File: src/rtl/esfa_op_sequencer_if.sv
// Host command, cell broadcast, reduction-tree and response signals of the ESFA sequencer.
// The sequencer takes the master modport; the host/array environment takes the slave modport.
interface esfa_op_sequencer_if;
    logic       cmd_valid;
    logic       cmd_ready;
    logic [2:0] cmd_op;
    logic [7:0] cmd_handle;
    logic [7:0] cmd_index;
    logic [7:0] cmd_value;
    logic [7:0] cmd_metadata;
    logic       cmd_is_metadata;

    logic [7:0] cell_selector;
    logic       cell_will_write;
    logic [7:0] cell_handle;
    logic [7:0] cell_index;
    logic [7:0] cell_value;
    logic [7:0] cell_metadata;
    logic       cell_is_metadata;

    logic       red_bool;
    logic [7:0] red_value;
    logic [7:0] red_context;

    logic       resp_valid;
    logic       resp_ready;
    logic [1:0] resp_status;
    logic [7:0] resp_value;
    logic [7:0] resp_context;

    modport master (
        input  cmd_valid, cmd_op, cmd_handle, cmd_index, cmd_value, cmd_metadata,
               cmd_is_metadata, red_bool, red_value, red_context, resp_ready,
        output cmd_ready, cell_selector, cell_will_write, cell_handle, cell_index,
               cell_value, cell_metadata, cell_is_metadata,
               resp_valid, resp_status, resp_value, resp_context
    );

    modport slave (
        output cmd_valid, cmd_op, cmd_handle, cmd_index, cmd_value, cmd_metadata,
               cmd_is_metadata, red_bool, red_value, red_context, resp_ready,
        input  cmd_ready, cell_selector, cell_will_write, cell_handle, cell_index,
               cell_value, cell_metadata, cell_is_metadata,
               resp_valid, resp_status, resp_value, resp_context
    );
endinterface

File: src/rtl/esfa_op_sequencer.sv
// Splits one host operation into 1-3 broadcast/reduce phases over the ESFA cell array
// and returns a single response per command.
module esfa_op_sequencer #(
    parameter int unsigned RED_LAT = 0
) (
    input  logic                 clk,
    input  logic                 rst_n,
    esfa_op_sequencer_if.master  bus,
    output logic                 busy
);
    typedef enum logic [2:0] {S_IDLE, S_ISSUE, S_WAIT, S_CAPTURE, S_RESP} state_e;

    localparam logic [1:0] OP_LOOKUP  = 2'd0;
    localparam logic [1:0] OP_UPDATE  = 2'd1;
    localparam logic [1:0] OP_ENCODE  = 2'd2;
    localparam logic [1:0] ST_OK      = 2'b00;
    localparam logic [1:0] ST_FULL    = 2'b01;
    localparam logic [1:0] ST_MISS    = 2'b10;
    localparam logic [1:0] ST_BADOP   = 2'b11;
    localparam logic [7:0] SEL_SCAN   = 8'h01;
    localparam logic [2:0] WAIT_LAST  = (RED_LAT > 0) ? 3'(RED_LAT - 1) : 3'd0;

    function automatic logic [7:0] phase_sel(input logic [1:0] op, input logic [1:0] ph);
        logic [7:0] sel;
        sel = 8'h01;
        unique case (op)
            OP_LOOKUP: sel = (ph == 2'd0) ? 8'h01 : 8'h07;
            OP_UPDATE: sel = (ph == 2'd0) ? 8'h05 : ((ph == 2'd1) ? 8'h00 : 8'h06);
            OP_ENCODE: sel = 8'h02;
            default:   sel = (ph == 2'd0) ? 8'h03 : 8'h04;
        endcase
        return sel;
    endfunction

    function automatic logic phase_wr(input logic [1:0] op, input logic [1:0] ph);
        return ((op == OP_UPDATE) && (ph == 2'd1)) || (op == 2'd3);
    endfunction

    function automatic logic [1:0] last_phase(input logic [1:0] op);
        logic [1:0] lp;
        unique case (op)
            OP_LOOKUP: lp = 2'd1;
            OP_UPDATE: lp = 2'd2;
            OP_ENCODE: lp = 2'd0;
            default:   lp = 2'd1;
        endcase
        return lp;
    endfunction

    state_e     state_q, state_d;
    logic [1:0] phase_q, phase_d;
    logic [2:0] wait_q, wait_d;
    logic [1:0] op_q, op_d;
    logic [7:0] handle_q, handle_d, index_q, index_d, value_q, value_d, meta_q, meta_d;
    logic       is_meta_q, is_meta_d;
    logic [1:0] status_q, status_d;
    logic [7:0] rvalue_q, rvalue_d, rctx_q, rctx_d;

    always_ff @(posedge clk) begin
        if (!rst_n) begin
            state_q   <= S_IDLE;
            phase_q   <= 2'd0;
            wait_q    <= 3'd0;
            op_q      <= 2'd0;
            handle_q  <= 8'd0;
            index_q   <= 8'd0;
            value_q   <= 8'd0;
            meta_q    <= 8'd0;
            is_meta_q <= 1'b0;
            status_q  <= ST_OK;
            rvalue_q  <= 8'd0;
            rctx_q    <= 8'd0;
        end else begin
            state_q   <= state_d;
            phase_q   <= phase_d;
            wait_q    <= wait_d;
            op_q      <= op_d;
            handle_q  <= handle_d;
            index_q   <= index_d;
            value_q   <= value_d;
            meta_q    <= meta_d;
            is_meta_q <= is_meta_d;
            status_q  <= status_d;
            rvalue_q  <= rvalue_d;
            rctx_q    <= rctx_d;
        end
    end

    always_comb begin
        state_d   = state_q;
        phase_d   = phase_q;
        wait_d    = wait_q;
        op_d      = op_q;
        handle_d  = handle_q;
        index_d   = index_q;
        value_d   = value_q;
        meta_d    = meta_q;
        is_meta_d = is_meta_q;
        status_d  = status_q;
        rvalue_d  = rvalue_q;
        rctx_d    = rctx_q;
        unique case (state_q)
            S_IDLE: begin
                if (bus.cmd_valid) begin
                    if (bus.cmd_op[2]) begin
                        status_d = ST_BADOP;
                        rvalue_d = 8'd0;
                        rctx_d   = 8'd0;
                        state_d  = S_RESP;
                    end else begin
                        op_d      = bus.cmd_op[1:0];
                        handle_d  = bus.cmd_handle;
                        index_d   = bus.cmd_index;
                        value_d   = bus.cmd_value;
                        meta_d    = bus.cmd_metadata;
                        is_meta_d = bus.cmd_is_metadata;
                        phase_d   = 2'd0;
                        state_d   = S_ISSUE;
                    end
                end
            end
            S_ISSUE: begin
                if (RED_LAT == 0) begin
                    state_d = S_CAPTURE;
                end else begin
                    wait_d  = WAIT_LAST;
                    state_d = S_WAIT;
                end
            end
            S_WAIT: begin
                if (wait_q == 3'd0) state_d = S_CAPTURE;
                else                wait_d  = wait_q - 3'd1;
            end
            S_CAPTURE: begin
                rvalue_d = bus.red_value;
                rctx_d   = bus.red_context;
                status_d = ST_OK;
                // Phase 0 of LOOKUP/UPDATE locates the target cell; its context feeds phase 1.
                if ((phase_q == 2'd0) && ((op_q == OP_LOOKUP) || (op_q == OP_UPDATE)) && !bus.red_bool) begin
                    state_d = S_RESP;
                    if (op_q == OP_LOOKUP) begin
                        status_d = ST_MISS;
                        rvalue_d = 8'd0;
                        rctx_d   = 8'd0;
                    end else begin
                        status_d = ST_FULL;
                    end
                end else begin
                    if ((phase_q == 2'd0) && ((op_q == OP_LOOKUP) || (op_q == OP_UPDATE)))
                        meta_d = bus.red_context;
                    if (phase_q == last_phase(op_q)) begin
                        state_d = S_RESP;
                    end else begin
                        phase_d = phase_q + 2'd1;
                        state_d = S_ISSUE;
                    end
                end
            end
            S_RESP: begin
                if (bus.resp_ready) state_d = S_IDLE;
            end
            default: state_d = S_IDLE;
        endcase
    end

    assign bus.cmd_ready        = (state_q == S_IDLE);
    assign busy                 = (state_q != S_IDLE);
    assign bus.cell_selector    = (state_q == S_ISSUE) ? phase_sel(op_q, phase_q) : SEL_SCAN;
    assign bus.cell_will_write  = (state_q == S_ISSUE) && phase_wr(op_q, phase_q);
    assign bus.cell_handle      = handle_q;
    assign bus.cell_index       = index_q;
    assign bus.cell_value       = value_q;
    assign bus.cell_metadata    = meta_q;
    assign bus.cell_is_metadata = is_meta_q;
    assign bus.resp_valid       = (state_q == S_RESP);
    assign bus.resp_status      = status_q;
    assign bus.resp_value       = rvalue_q;
    assign bus.resp_context     = rctx_q;
endmodule

File: src/flat_wrapper.sv
// flat-port wrapper written by rule: the top's interface ports become plain ports
module esfa_op_sequencer_flat 
#(
    parameter int unsigned RED_LAT = 0
)
  (clk, rst_n, busy, bus_cmd_valid, bus_cmd_op, bus_cmd_handle, bus_cmd_index, bus_cmd_value, bus_cmd_metadata, bus_cmd_is_metadata, bus_red_bool, bus_red_value, bus_red_context, bus_resp_ready, bus_cmd_ready, bus_cell_selector, bus_cell_will_write, bus_cell_handle, bus_cell_index, bus_cell_value, bus_cell_metadata, bus_cell_is_metadata, bus_resp_valid, bus_resp_status, bus_resp_value, bus_resp_context);
  esfa_op_sequencer_if bus_i ();
  input  logic clk;
  input  logic rst_n;
  output logic busy;
  input wire logic [$bits(bus_i.cmd_valid)-1:0] bus_cmd_valid;
  input wire logic [$bits(bus_i.cmd_op)-1:0] bus_cmd_op;
  input wire logic [$bits(bus_i.cmd_handle)-1:0] bus_cmd_handle;
  input wire logic [$bits(bus_i.cmd_index)-1:0] bus_cmd_index;
  input wire logic [$bits(bus_i.cmd_value)-1:0] bus_cmd_value;
  input wire logic [$bits(bus_i.cmd_metadata)-1:0] bus_cmd_metadata;
  input wire logic [$bits(bus_i.cmd_is_metadata)-1:0] bus_cmd_is_metadata;
  input wire logic [$bits(bus_i.red_bool)-1:0] bus_red_bool;
  input wire logic [$bits(bus_i.red_value)-1:0] bus_red_value;
  input wire logic [$bits(bus_i.red_context)-1:0] bus_red_context;
  input wire logic [$bits(bus_i.resp_ready)-1:0] bus_resp_ready;
  output wire logic [$bits(bus_i.cmd_ready)-1:0] bus_cmd_ready;
  output wire logic [$bits(bus_i.cell_selector)-1:0] bus_cell_selector;
  output wire logic [$bits(bus_i.cell_will_write)-1:0] bus_cell_will_write;
  output wire logic [$bits(bus_i.cell_handle)-1:0] bus_cell_handle;
  output wire logic [$bits(bus_i.cell_index)-1:0] bus_cell_index;
  output wire logic [$bits(bus_i.cell_value)-1:0] bus_cell_value;
  output wire logic [$bits(bus_i.cell_metadata)-1:0] bus_cell_metadata;
  output wire logic [$bits(bus_i.cell_is_metadata)-1:0] bus_cell_is_metadata;
  output wire logic [$bits(bus_i.resp_valid)-1:0] bus_resp_valid;
  output wire logic [$bits(bus_i.resp_status)-1:0] bus_resp_status;
  output wire logic [$bits(bus_i.resp_value)-1:0] bus_resp_value;
  output wire logic [$bits(bus_i.resp_context)-1:0] bus_resp_context;
  assign bus_i.cmd_valid = bus_cmd_valid;
  assign bus_i.cmd_op = bus_cmd_op;
  assign bus_i.cmd_handle = bus_cmd_handle;
  assign bus_i.cmd_index = bus_cmd_index;
  assign bus_i.cmd_value = bus_cmd_value;
  assign bus_i.cmd_metadata = bus_cmd_metadata;
  assign bus_i.cmd_is_metadata = bus_cmd_is_metadata;
  assign bus_i.red_bool = bus_red_bool;
  assign bus_i.red_value = bus_red_value;
  assign bus_i.red_context = bus_red_context;
  assign bus_i.resp_ready = bus_resp_ready;
  assign bus_cmd_ready = bus_i.cmd_ready;
  assign bus_cell_selector = bus_i.cell_selector;
  assign bus_cell_will_write = bus_i.cell_will_write;
  assign bus_cell_handle = bus_i.cell_handle;
  assign bus_cell_index = bus_i.cell_index;
  assign bus_cell_value = bus_i.cell_value;
  assign bus_cell_metadata = bus_i.cell_metadata;
  assign bus_cell_is_metadata = bus_i.cell_is_metadata;
  assign bus_resp_valid = bus_i.resp_valid;
  assign bus_resp_status = bus_i.resp_status;
  assign bus_resp_value = bus_i.resp_value;
  assign bus_resp_context = bus_i.resp_context;
  esfa_op_sequencer #(.RED_LAT(RED_LAT)) u_core (.clk(clk), .rst_n(rst_n), .bus(bus_i), .busy(busy));
endmodule
File: config.mk
export PLATFORM = sky130hd
export DESIGN_NAME = esfa_op_sequencer_flat
export DESIGN_NICKNAME = d
export VERILOG_FILES = /design/src/rtl/esfa_op_sequencer_if.sv /design/src/rtl/esfa_op_sequencer.sv /design/src/flat_wrapper.sv
export SDC_FILE = /design/constraint.sdc
export NUM_CORES = 1
export LEC_CHECK = 0
export CAP_MARGIN = 10
export CORE_MARGIN = 2
export CORE_UTILIZATION = 45
export CTS_BUF_LIST = sky130_fd_sc_hd__clkbuf_16
export DETAILED_ROUTE_END_ITERATION = 8
export MAX_ROUTING_LAYER = met4
export PLACE_DENSITY = 0.84
export SLEW_MARGIN = 20
export SYNTH_ARGS = -nofsm -noshare
export SYNTH_HDL_FRONTEND = slang
export SYNTH_SLANG_ARGS = --single-unit
export TNS_END_PERCENT = 100
File: constraint.sdc
create_clock -name clk -period 2.95 [get_ports clk]
set_clock_uncertainty 0.1 [all_clocks]
set_input_delay 0.4425 -clock clk [delete_from_list [all_inputs] [get_ports clk]]
set_output_delay 0.4425 -clock clk [all_outputs]
set_load 0.02 [all_outputs]
# Yosys cells after proc, flatten, opt, wreduce, memory -nomap -nowiden
# Cells that the tools add are included.
# op_classes
add_sub_neg	2
multipliers	0
div	0
order_cmp	0
eq_ne	17
n_shift	0
n_mux	39
bitwise_logic	2
n_reduce_logical	19
# op_table
operator	n
8-bit two-way mux	12
8-bit case mux with 2 select lines	3
3-bit two-way mux	9
8-bit case mux with 3 select lines	1
2-bit two-way mux	10
3-bit case mux with 5 select lines	1
2-bit inequality test, second input constant	6
2-bit case mux with 2 select lines	3
5-bit AND reduction	2
3-bit AND reduction	3
3-bit by 2-bit == test with 1-bit output, second input constant	2
3-bit logical NOT	2
2-bit by 1-bit == test with 1-bit output, second input constant	2
2-bit == test, second input constant	2
1-bit logical AND	4
2-bit logical NOT	2
2-bit by 1-bit inequality test with 1-bit output, second input constant	2
3-bit by 1-bit == test with 1-bit output, second input constant	1
3-bit == test, second input constant	1
3-bit nonzero test	1
3-bit by 1-bit subtractor with 3-bit output, second input constant	1
2-bit by 1-bit adder with 2-bit output, second input constant	1
2-bit == test	1
1-bit logical OR	2
4 further kinds	5
# totals
register_bits	61
latch_bits	0
ramBits	0
romBits	0
inputBits	57
mem_count	0

# Logic depth before layout (Yosys ltp)
# Gate-level depths: netlist of run 1.
# logic_depth
depth_word	10
mapped_depth	8
mapped_depth_nobuf	6

# Least setup slack after synthesis of run 1
# Ideal clock, no wire load.
# synth_timing
path_type	register to register
start	register u_core.state_q[0]
end	register u_core.phase_q[0]
arrival_time_ns	1.619
required_ns	2.735
setup_slack_ns	1.116
stages_incl_launch_ff	8
path_buffers	2
cell_sequence	dfxtp_1 buf_2 nor3_4 inv_2 or2_1 buf_2 and3_1 o21a_1
# synth_via
elab_chain_cells	3
# synth_rtl
element	line_no	rtl
start, declared	esfa_op_sequencer.sv:50	state_e state_q, state_d;
start signal, assigned	esfa_op_sequencer.sv:74	state_q <= state_d;
3-bit logical NOT (*)	n/a	
named net bus_cmd_ready	flat_wrapper.sv:22	output wire logic [$bits(bus_i.cmd_ready)-1:0] bus_cmd_ready;
2-bit inequality test (no source line) / 2-bit nonzero test (equally long branches)	n/a	
5-bit AND reduction (no source line)	n/a	
end signal, assigned	esfa_op_sequencer.sv:75	phase_q <= phase_d;
end, declared	esfa_op_sequencer.sv:51	logic [1:0] phase_q, phase_d;
# Mark *: on every way through the listed nets, which the timed path passes. The rest lies on a longest branch.
# A chain may end at the register's enable or synchronous reset.

# Worst setup path after layout of run 1
# layout_timing
start	register u_core.state_q[0]
end	output bus_cell_selector[1]
# layout_via
elab_chain_cells	2
# layout_rtl
element	line_no	rtl
3-bit by 1-bit == test with 1-bit output	esfa_op_sequencer.sv:168	assign bus.cell_selector = (state_q == S_ISSUE) ? phase_sel(op_q, phase_q) : SEL_SCAN;
8-bit two-way mux	esfa_op_sequencer.sv:168	
end, declared	flat_wrapper.sv:23	output wire logic [$bits(bus_i.cell_selector)-1:0] bus_cell_selector;
# Every way passes these cells.

==> results of run 1 <==
==> flip-flops by register name, summed over array words and instances, names as in the netlist <==
register	cells
u_core.bus.cell_value	8
u_core.state_q	3
u_core.wait_q	3
u_core.bus.cell_index	8
u_core.bus.cell_is_metadata	1
u_core.bus.cell_handle	8
u_core.bus.cell_metadata	8
u_core.bus.resp_status	2
u_core.op_q	2
u_core.bus.resp_context	8
u_core.phase_q	2
u_core.bus.resp_value	8
==> cells in the final DEF, fill, tap and decap left out, types with 8 or more instances in the layout <==
cell type / n
ha_1: 8
nand3_1: 8
a22o_1: 8
dfxtp_1: 61
a32o_1: 8
clkdlybuf4s50_1: 114
nand2_1: 75
inv_1: 9
o211a_1: 11
clkbuf_16: 9
a21boi_0: 27
==> how the worst min path moves through the flow <==
stage,startpoint,end,slack (ns),cells past startpoint
floorplan,u_core.wait_q[1],u_core.wait_q[1],0.37,1
global placement,u_core.bus.resp_context[3],u_core.bus.resp_context[3],0.35,1
detailed placement,u_core.bus.cell_value[5],u_core.bus.cell_value[5],0.36,2
CTS,u_core.bus.cell_value[5],u_core.bus.cell_value[5],0.36,2
global route,u_core.bus.cell_value[5],u_core.bus.cell_value[5],0.38,2
finish,u_core.bus.cell_value[7],u_core.bus.cell_value[7],0.36,2
==> report_power, final <==
part / switching (W) / total [W] / internal, W / leakage (nW)
clock: 0.000366 / 0.00101 / 0.000647 / 0.145
sequential: 0.0000409 / 0.000916 / 0.000875 / 0.496
combinational: 0.000219 / 0.000447 / 0.000228 / 1.02
total: 0.000626 / 0.00238 / 0.00175 / 1.66
==> logic make-up after synthesis <==
| group | count (synthesis) |
|---|---|
| and+or+nand+nor | 115 |
| AOI/OAI and AO/OA | 70 |
| DFF | 61 |
| buffers and inverters | 34 |
| adders and majority gates | 8 |
| xor gates and xnor gates | 4 |
| other | 1 |
| muxes | 1 |
==> stage by stage <==
step	instance area, um^2	power [W]
5_1_grt	4101	0.002475
3_3_place_gp	3807	0.001370
6_report	4101	0.002376
2_1_floorplan	2674	0.001171
3_5_place_dp	3807	0.001379
4_1_cts	4099	0.002395
==> cells in the mapped netlist (all sizes together) (2+ instances only) <==
cell type and count:
a21boi 27, a21oi 3, a22o 8, a32o 8, and2 5, and3 3, buf 16, clkbuf 8
dfxtp 61, ha 8, inv 10, nand2 75, nand2b 4, nand3 8, nand3b 2, nor2 6
nor2b 4, nor3 2, o211a 11, o211ai 2, o21a 2, o21ai 2, o22ai 2, or2 2
xnor2 2, xor2 2
==> worst max-delay path: stages, from the launching register on <==
cell	delay, ns
dfxtp_1	0.54
nor3b_1	0.41
o311a_1	0.24
clkdlybuf4s50_1	0.62
==> final cells by class <==
cell class,instances,area [um^2]
fill,419,1506
clock buffer,9,225.2
sequential,61,1221
inverter,10,37.54
timing repair buffer,118,1171
multi-input combinational,203,1290
clock inverter,7,66.31
tap,72,90.09
==> layer usage <==
metal,up-vias,part of all wire [%]
met4,0,1.8
met1,1123,43
met2,108,45
li1,1215,-
met3,14,10
met5,-,0
==> results.ini, run 1 <==
[global_route]
grt_pass1_vias=2405
grt_usage_pct=21.59
grt_util_met1_pct=24.50
grt_max_degree=47
grt-ovfl-total=0
grt_pass1_wl_um=10580
gr-max-usage-layer=met2
use_met2_pct=34.63
use_met3_pct=6.778
antenna_found_initial=0

[detailed_routing]
drt_iter0_drc=89
drc=0
vias_per_cell=5.125
vias=2460
drt_first_pass_iters=4
ant_nets=0
post_drt_wl_per_cell_um=13.99
routed_wl_um=6717

[critical_path]
worstPathRequired_ns=2.41
cp-startpoint=u_core.state_q[0]
worstPathArrival_ns=2.13
crit_fanout=10
crit_path_start_kind=register
path_class=register to output port
reg2reg_to=u_core.bus.cell_metadata[3]
cp-end-kind=output port
r2r_slack_ns=0.83
reg2regPathDepth=4
reg2reg_from=u_core.state_q[0]
critical_path.endpoint=bus_cell_selector[1]

[synth]
synthFlopType=dfxtp_1
syn_area_per_cell_um2=9.044
synthSimpleGateAreaFrac_pct=20.24
synth_top_family_by_area=compound AO/OA/AOI/OAI gates
yosys.area.top_type_share_pct=45.93
ys_types=44
synth-compound-area-share_pct=21.98
yosys.area.top_type=dfxtp_1
synth-async-reset-ratio_pct=0
ys_seq_area_share_pct=45.93
synth-edff-count=0
netlist_area_um2=2659
ys_seq_elements=61
muxShareOfSynthArea_pct=0.4235
ys_warn_count=0
synthTopCellsByArea=dfxtp_1, nand2_1, a21boi_0, o211a_1, ha_1
synthCells=294
synthAdderAreaFrac_pct=3.765
synth-xor-area-share_pct=1.318

[finish]
antenna_cells=0
nets=468
final_cells=480
final_util_pct=73.14
syn_to_final_growth_pct=54.26
drive_gt1_share_pct=7.108

[sta]
hold_slack_ns=0.3594
rsz0062_at_grt=false
hold_viol_final=0
slew_violations=0
min_period_over_period_pct=90.58
setup_slack_ns=0.2779
finalSetupViolCount=0
slew_headroom_pct=58.08
period_minus_slack_ns=2.672
fmax_mhz=374.2
tightest_slew_ns=0.6288
setup_tns_ns=0

[place]
post-dp-hpwl_um=4761
gp_congestion=0.7907
io_buffer_count=114
placedCellCount=464
post-place-ws_ns=0.4941

[floorplan]
rows=27
io_pins=120
core_um2=5608
die_h_um=80.87
initial_core_util_pct=47.41
dieWidth_um=80.87
dieArea_um2=6539

[min_path]
hp-class=register to register

[clocking]
clock-sinks=61
clkLatencyLatePin_ns=0.32
clock_path_buffers=2
postCtsSetupBuffers=0
cts_root_buffer=clkbuf_16
cts_tree=yes
numCtsBuffers=9
clkSlewWorstSetupHoldPaths_ns=0.05
htree_levels=3
post_cts_resize_count=0
cts_hold_buf=0

[power_and_ir_drop]
p_leak_nw=1.659
p_per_area_nw_per_um2=579.3
ir_worst_vdd_mv=0.3856

[outcome]
outcome=finished clean

[run]
cap_violations=0

(Power assumes the default switching activity.)
==> inputs of run 2 (changes only) <==
==> constraint.sdc (replaced) <==
create_clock -name clk -period 2.95 [get_ports clk]
set_clock_uncertainty 0.1 [all_clocks]
set_input_delay 0.295 -clock clk [delete_from_list [all_inputs] [get_ports clk]]
set_output_delay 0.295 -clock clk [all_outputs]
set_load 0.02 [all_outputs]
==> results.ini, run 2 (synthesis results as in run 1) <==
[outcome]
outcome=finished clean

[place]
post-dp-hpwl_um=4731  ; -0.63%
placedCellCount=464  ; unchanged
io_buffer_count=114  ; unchanged
post-place-ws_ns=0.6654  ; +0.1714 ns
gp_congestion=0.7905  ; about the same

[clocking]
cts_tree=yes
postCtsSetupBuffers=0  ; unchanged
cts_root_buffer=clkbuf_16
clkSlewWorstSetupHoldPaths_ns=0.05  ; about the same
cts_hold_buf=0  ; unchanged
clock_path_buffers=2  ; unchanged
clkLatencyLatePin_ns=0.32  ; about the same
post_cts_resize_count=0  ; unchanged
htree_levels=3  ; unchanged
clock-sinks=61  ; unchanged
numCtsBuffers=9  ; unchanged

[critical_path]
cp_cell_sequence=nor3b_1 > o311a_1 > clkdlybuf4s50_1
crit_path_start_kind=register
crit_slowest_cell=clkdlybuf4s50_1
path_buf_inv=1  ; unchanged
critPathTopFamily=buffers and inverters
crit_fanout=10  ; unchanged
cpPeakStageDelay_ns=0.62  ; about the same
cp-end-kind=output port
path_class=register to output port
worstPathArrival_ns=2.12  ; about the same
worstPathRequired_ns=2.56  ; +0.15 ns

[sta]
slew_violations=0  ; unchanged
slew_headroom_pct=58.60  ; +0.52 points
tightest_slew_ns=0.6210  ; -0.007772 ns
finalSetupViolCount=0  ; unchanged
fmax_mhz=397.7  ; +6.3%
setup_slack_ns=0.4357  ; +0.1578 ns
rsz0062_at_grt=false
period_minus_slack_ns=2.514  ; -0.1578 ns
setup_tns_ns=0  ; unchanged
hold_viol_final=0  ; unchanged
min_period_over_period_pct=85.23  ; -5.3 points

[min_path]
hp-class=register to register

[global_route]
use_met3_pct=9.333  ; +2.6 points
use_met2_pct=34.88  ; +0.25 points
grt_pass1_vias=2423  ; +0.75%
gr-max-usage-layer=met2
antenna_found_initial=0  ; unchanged
grt_util_met1_pct=25.26  ; +0.76 points
grt_pass1_wl_um=10830  ; +2.4%
grt_max_degree=47  ; unchanged
grt_usage_pct=22.27  ; +0.68 points
grt-ovfl-total=0  ; unchanged

[floorplan]
dieWidth_um=80.87  ; unchanged
initial_core_util_pct=47.41  ; unchanged
core_um2=5608  ; unchanged
io_pins=120  ; unchanged
dieArea_um2=6539  ; unchanged
die_h_um=80.87  ; unchanged
rows=27  ; unchanged

[finish]
n_fill_cell=407  ; -2.9%
multi_input_area_um2=1290  ; unchanged
nets=468  ; unchanged
syn_to_final_growth_pct=57.27
drive_gt1_share_pct=7.108  ; unchanged
antenna_cells=0  ; unchanged
layout_commonest_cell=clkdlybuf4s50_1
final_cells=480  ; unchanged
final_cell_mix=clkdlybuf4s50_1, nand2_1, dfxtp_1
seqCellArea_um2=1221  ; unchanged

[power_and_ir_drop]
p_per_area_nw_per_um2=635.7  ; +9.7%
p_leak_nw=1.694  ; +2.1%
ir_worst_vdd_mv=0.4686  ; +22%

[detailed_routing]
drt_first_pass_iters=4  ; unchanged
routed_wl_um=6814  ; +1.4%
post_drt_wl_per_cell_um=14.20  ; +1.4%
vias=2452  ; -0.33%
drt_iter0_drc=106  ; +19%
vias_per_cell=5.108  ; -0.33%
drc=0  ; unchanged
ant_nets=0  ; unchanged

[run]
cap_violations=0  ; unchanged

[run 2: cell types whose count changed in the layout (fill, tap and decap cells not counted), sizes merged]
cell,change
clkinvlp,-1
bufinv,+3
clkinv,-3
inv,+1
[run 2: tightest hold or removal path, cell delays in order (launching register included)]
cell and delay (ns):
dfxtp_1 0.30, nand2_1 0.04, a21boi_0 0.06
[run 2: cell type report]
cell class                      count  area share, %
Clock buffer                        9          5.386
Inverter                           10         0.8977
Multi-Input combinational cell    203          30.85
Timing Repair Buffer              118          28.01
Tap cell                           72          2.154
Sequential cell                    61          29.20
Clock inverter                      7          3.501
[run 2: power by group]
part,internal (W),switching (W)
clock,0.000916,0.000379
combinational,0.000228,0.000221
sequential,0.000874,0.0000404
[run 2: metal layers]
layer,wire length [um],vias up,part of all wire [%]
met2,3103,111,46
met5,0,-,0
met1,2876,1108,42
li1,-,1221,-
met4,127,0,1.9
met3,706,12,10
[run 2: metrics by stage]
step	utilization (%)	total power (W)	hold slack, ns	instance area, um^2
5_1_grt	74.56	0.002765	0.3837	4182
6_report	74.56	0.002658	0.3592	4182
3_3_place_gp	67.89	0.001370	0.3471	3807
4_1_cts	74.52	0.002681	0.3630	4179
3_5_place_dp	67.89	0.001379	0.3556	3807
2_1_floorplan	-	0.001171	0.3205	2674
[run 2: path summary, 6_finish.rpt]
kind	startpoint	end	slack [ns]	depth (start not counted)
setup reg to reg	u_core.state_q[0]	u_core.bus.cell_metadata[3]	0.84	4
hold / removal	u_core.bus.cell_value[6]	u_core.bus.cell_value[6]	0.36	2
hold reg to reg	u_core.bus.cell_value[6]	u_core.bus.cell_value[6]	0.36	2
setup / recovery	u_core.state_q[0]	bus_cell_selector[1]	0.44	3
